==> src/rtl/prescaled_counter_bank_if.sv <==
// Control/observation bundle for prescaled_counter_bank: count/load requests in,
// flattened channel counts and terminal-count pulses out.
interface prescaled_counter_bank_if #(
    parameter int WIDTH    = 64,
    parameter int CHANNELS = 2,
    parameter int SEL_W    = 1
);
    logic                      En;
    logic [SEL_W-1:0]          Slt;
    logic                      Dir;
    logic                      Load;
    logic [WIDTH-1:0]          LoadVal;
    logic [CHANNELS*WIDTH-1:0] Count;
    logic [CHANNELS-1:0]       Tc;

    modport master (
        output En, Slt, Dir, Load, LoadVal,
        input  Count, Tc
    );

    modport slave (
        input  En, Slt, Dir, Load, LoadVal,
        output Count, Tc
    );
endinterface

==> src/rtl/prescaled_counter_bank.sv <==
// Bank of up/down counters with per-channel power-of-two prescalers, load and TC pulse.
// Optional macro PRESCALED_COUNTER_SATURATE_EN: clamp at the ends instead of wrapping.
module prescaled_counter_bank #(
    parameter int WIDTH    = 64,
    parameter int CHANNELS = 2,
    parameter int SEL_W    = 1,
    parameter int PS_LOG2  = 2
) (
    input  logic                    Clk,
    input  logic                    Reset,
    prescaled_counter_bank_if.slave bus
);

    // Next value for a step; a wrapping step either wraps modulo 2**WIDTH or holds.
    function automatic logic [WIDTH-1:0] step_value(input logic [WIDTH-1:0] cur,
                                                    input logic             down);
        logic [WIDTH-1:0] nxt;
        nxt = down ? cur - 1'b1 : cur + 1'b1;
`ifdef PRESCALED_COUNTER_SATURATE_EN
        if (wraps(cur, down))
            nxt = cur;
`endif
        return nxt;
    endfunction

    function automatic logic wraps(input logic [WIDTH-1:0] cur, input logic down);
        return down ? (cur == '0) : (cur == '1);
    endfunction

    genvar i;
    generate
        for (i = 0; i < CHANNELS; i++) begin : g_ch
            localparam int  PS_BITS = i * PS_LOG2;
            localparam int  PW      = (PS_BITS > 0) ? PS_BITS : 1;
            localparam bit  DIV1    = (PS_BITS == 0);

            logic [PW-1:0]    ps_p0;
            logic [WIDTH-1:0] count_p0;
            logic             tc_p0;
            logic             sel;
            logic             event_q;
            logic             ps_full;
            logic             step;

            assign sel     = (bus.Slt == SEL_W'(i));
            assign event_q = bus.En && !bus.Load && sel;
            assign ps_full = DIV1 || (ps_p0 == '1);
            assign step    = event_q && ps_full;

            // Stage p0: prescaler, counter and terminal-count registers
            always_ff @(posedge Clk) begin
                if (Reset) begin
                    ps_p0    <= '0;
                    count_p0 <= '0;
                    tc_p0    <= 1'b0;
                end else if (bus.Load && sel) begin
                    ps_p0    <= '0;
                    count_p0 <= bus.LoadVal;
                    tc_p0    <= 1'b0;
                end else if (event_q) begin
                    ps_p0 <= ps_full ? '0 : ps_p0 + 1'b1;
                    if (step)
                        count_p0 <= step_value(count_p0, bus.Dir);
                    tc_p0 <= step && wraps(count_p0, bus.Dir);
                end else begin
                    tc_p0 <= 1'b0;
                end
            end

            assign bus.Count[i*WIDTH +: WIDTH] = count_p0;
            assign bus.Tc[i]                   = tc_p0;
        end
    endgenerate

endmodule

==> src/flat_wrapper.sv <==
// flat-port wrapper written by rule: the top's interface ports become plain ports
module prescaled_counter_bank_flat 
#(
    parameter int WIDTH    = 64,
    parameter int CHANNELS = 2,
    parameter int SEL_W    = 1,
    parameter int PS_LOG2  = 2
)
  (Clk, Reset, bus_En, bus_Slt, bus_Dir, bus_Load, bus_LoadVal, bus_Count, bus_Tc);
  prescaled_counter_bank_if #(.WIDTH(WIDTH), .CHANNELS(CHANNELS), .SEL_W(SEL_W)) bus_i ();
  input  logic Clk;
  input  logic Reset;
  input wire logic [$bits(bus_i.En)-1:0] bus_En;
  input wire logic [$bits(bus_i.Slt)-1:0] bus_Slt;
  input wire logic [$bits(bus_i.Dir)-1:0] bus_Dir;
  input wire logic [$bits(bus_i.Load)-1:0] bus_Load;
  input wire logic [$bits(bus_i.LoadVal)-1:0] bus_LoadVal;
  output wire logic [$bits(bus_i.Count)-1:0] bus_Count;
  output wire logic [$bits(bus_i.Tc)-1:0] bus_Tc;
  assign bus_i.En = bus_En;
  assign bus_i.Slt = bus_Slt;
  assign bus_i.Dir = bus_Dir;
  assign bus_i.Load = bus_Load;
  assign bus_i.LoadVal = bus_LoadVal;
  assign bus_Count = bus_i.Count;
  assign bus_Tc = bus_i.Tc;
  prescaled_counter_bank #(.WIDTH(WIDTH), .CHANNELS(CHANNELS), .SEL_W(SEL_W), .PS_LOG2(PS_LOG2)) u_core (.Clk(Clk), .Reset(Reset), .bus(bus_i));
endmodule
==> config.mk <==
export PLATFORM = sky130hd
export DESIGN_NAME = prescaled_counter_bank_flat
export DESIGN_NICKNAME = d
export VERILOG_FILES = /design/src/rtl/prescaled_counter_bank_if.sv /design/src/rtl/prescaled_counter_bank.sv /design/src/flat_wrapper.sv
export SDC_FILE = /design/constraint.sdc
export NUM_CORES = 1
export LEC_CHECK = 0
export BUFFER_PORTS_ARGS = -buffer_cell sky130_fd_sc_hd__clkbuf_2
export CAP_MARGIN = 15
export CORE_ASPECT_RATIO = 0.8
export CORE_MARGIN = 10
export CORE_UTILIZATION = 60
export CTS_CLUSTER_SIZE = 28
export DETAILED_ROUTE_END_ITERATION = 6
export GPL_ROUTABILITY_DRIVEN = 0
export PLACE_DENSITY_LB_ADDON = 0.25
export SETUP_SLACK_MARGIN = 0.05
export SLEW_MARGIN = 20
export SYNTH_ARGS = -nofsm -noshare
export SYNTH_HDL_FRONTEND = slang
export SYNTH_SLANG_ARGS = --single-unit
==> constraint.sdc <==
create_clock -name Clk -period 9 [get_ports Clk]
set_input_delay 0.45 -clock Clk [delete_from_list [all_inputs] [get_ports Clk]]
set_output_delay 0.45 -clock Clk [all_outputs]
set_load 0.01 [all_outputs]
==> results.json <==
{
  "maxCapViolations": 0,
  "place_ws_ns": 3.93,
  "cts_made_buffers": 17,
  "core_area_um2": 20900,
  "worstSetupPathType": "input pin to flip-flop",
  "r2r-end": "u_core.g_ch[0].count_p0[63]",
  "cp-startpoint": "bus_Dir",
  "setup_viol": 0,
  "dpl_cell_area_um2": 14000,
  "hold_buffers": 0,
  "crit_path_end_kind": "flip-flop",
  "ant_nets": 0,
  "path_cells": "buf_4 > buf_4 > ha_1 > a21oi_1 > o211ai_1 > a41o_1 > a311o_1 > a21oi_1 > o41ai_4 > a21oi_1 > o31a_1 > o31ai_1 > xnor2_1 > o22ai_1",
  "clkLatencyLatePin_ns": 0.44,
  "cts_sinks": 132,
  "grt_pass1_wl_um": 74000,
  "synth_most_common_cell": "a21oi_1",
  "start_util": 0.619,
  "via_per_inst": 6.98,
  "netlist-cell-type-count": 79,
  "worstPathMaxFanout": 90,
  "synth-edff-count": 0,
  "cp.depth": 14,
  "drtIter0Drc": 2087,
  "h-tree-depth": 4,
  "layout_min_cycle_time_ns": 4.84,
  "area_delta_synth_final_pct": 12.1,
  "syn_inst": 1748,
  "synthesis.nets": 1945,
  "final_util": 0.693,
  "netlist_top_cells_area": "dfxtp_1, ha_1, a21oi_1",
  "fin_cells": 2149,
  "path_common_cell": "a21oi_1",
  "clk_pin_slew_ns": 0.06,
  "cts_resized": 0,
  "synthTopCellsByCount": "a21oi_1, nand2_1, dfxtp_1",
  "ios": 200,
  "rsz0062_at_grt": "false",
  "r2r-start": "u_core.g_ch[0].count_p0[4]",
  "clockRootBuffer": "clkbuf_16",
  "grt_overflow": 0,
  "fin_ws_ns": 4.16,
  "setup_tns_ns": 0,
  "outcome": "finished, final reports clean",
  "post_drt_wl_per_cell_um": 22.4,
  "powerDensity_nw_per_um2": 142,
  "cp.required_ns": 9.28,
  "crit_family": "compound AO/OA/AOI/OAI gates",
  "finalMaxSlewViolations": 0,
  "reg2reg_depth": 12,
  "max_freq_mhz": 206,
  "worstMarginPinSlew_ns": 1.08,
  "grt_use_total": 0.329,
  "grt_pass1_vias": 13700,
  "route.detailed.drc": 0,
  "maxSlewHeadroom": 0.278,
  "dieArea_um2": 27900,
  "synth.avg_cell_area_um2": 7.41,
  "synth_largest_area_cell": "dfxtp_1",
  "crit_path_end": "u_core.g_ch[0].count_p0[53]",
  "dp.cells": 2116,
  "synthesis.area_um2": 13000,
  "synth_async_sr_flop_share": 0,
  "cts_setup_buffers": 0,
  "hold_class": "input pin to flip-flop",
  "final_nets": 2063,
  "die_h_um": 151,
  "clock_skew_ns": 0.0139,
  "hold_depth": 3,
  "grt_max_degree": 91,
  "rrSetupSlack_ns": 5.20,
  "drive_above_1_share": 0.142,
  "post-route-period-util": 0.538,
  "synth_flop_cell": "dfxtp_1",
  "die_w_um": 184,
  "wl_um": 48200,
  "ys_ff_latch": 132,
  "num_rows": 47,
  "worstPathArrival_ns": 5.13,
  "via_count": 15000,
  "stdcell_area_um2": 14500,
  "hold_viol": 0,
  "yosysWarnings": 0,
  "critPathMaxStageDelay_ns": 0.88,
  "port_buffers": 199,
  "cts_tree": "yes",
  "synth_top_area_share": 0.204,
  "synth-seq-area-share": 0.204,
  "dp_hpwl_um": 36600,
  "cp-start-kind": "input pin",
  "drtPass1Iterations": 6,
  "power.leakage_nw": 6.37,
  "cts_buffer_depth": 2,
  "path_buf_inv": 2,
  "cpMaxStageDelayCell": "buf_4",
  "grt_antenna_before_repair": 0,
  "peakVddDrop_mv": 0.135
}
power breakdown:
group	switching [mW]	leakage, nW	total, mW	internal (mW)
combinational	0.443	5.02	0.717	0.274
sequential	0.0663	1.08	0.686	0.620
clock	0.283	0.265	0.665	0.382
flip-flops by register name, indices dropped and copies added (netlist names):
signal,flops
u_core.g_ch.count_p0,128
u_core.g_ch.ps_p0,2
u_core.g_ch.tc_p0,2
how the worst min path moves through the flow:
stage / from / endpoint
final: bus_LoadVal[5] / u_core.g_ch[1].count_p0[5]
after global routing: bus_LoadVal[3] / u_core.g_ch[1].count_p0[3]
after CTS: bus_LoadVal[0] / u_core.g_ch[1].count_p0[0]
after detailed placement: u_core.g_ch[1].ps_p0[1] / u_core.g_ch[1].ps_p0[1]
after global placement: u_core.g_ch[1].ps_p0[1] / u_core.g_ch[1].ps_p0[1]
after floorplan: u_core.g_ch[1].ps_p0[1] / u_core.g_ch[1].ps_p0[1]
metal layers:
| metal | track usage | vias up | wire length, um |
|---|---|---|---|
| li1 | - | 6898 | - |
| met1 | 0.426 | 6970 | 19000 |
| met2 | 0.492 | 993 | 20400 |
| met3 | 0.110 | 145 | 6800 |
| met4 | 0.137 | 0 | 1990 |
| met5 | 0 | - | 0 |
kinds of logic (layout without fill, tap and decap cells):
group	Yosys count	after routing	share of synthesized area
XOR/XNOR	114	114	0.0771
AND/OR/NAND/NOR	539	539	0.205
AO/OA/AOI/OAI	690	690	0.345
buffers and inverters	144	275	0.0434
adder cells (fa/ha/maj)	127	127	0.124
flip-flops	132	132	0.204
other	0	1	0
multiplexers	2	2	0.00155
worst reg2reg max path: cells and delay by family, from the launching register on:
| family | cells | cell delay, ns |
|---|---|---|
| simple gates | 1 | 0.21 |
| flops | 1 | 0.39 |
| xor+xnor | 1 | 0.13 |
| fa+ha+maj | 1 | 0.38 |
| compound gates | 9 | 2.63 |
through the flow:
| step | hold slack, ns | total power [mW] |
|---|---|---|
| CTS | 0.292 | 2.04 |
| global placement | 0.484 | 1.37 |
| global route | 0.310 | 2.16 |
| floorplan | 0.470 | 1.17 |
| detailed placement | 0.499 | 1.38 |
| finish | 0.298 | 2.07 |
cell usage in the layout (no fill, tap or decap), drive strengths merged, types with 27 or more instances in the layout:
cell type	n
nand2	197
o22ai	29
a22oi	106
xnor2	67
o21bai	30
xor2	47
o21ai	89
nor4	41
nand4	77
a21oi	258
dfxtp	132
inv	37
a21o	55
ha	125
nand3	33
and3	27
clkbuf	219
nor2	74
layout make-up:
cell class | instances | area (um^2)
well taps | 269 | 337
clock buffers | 22 | 484
multi-input cells | 1472 | 9780
repair buffers | 207 | 1060
inverters | 36 | 135
diodes | 1 | 2.50
fillers | 1779 | 6420
flip-flops and latches | 132 | 2640
clock inverters | 10 | 75.1
Note: power is estimated with default switching activity, not from simulation.
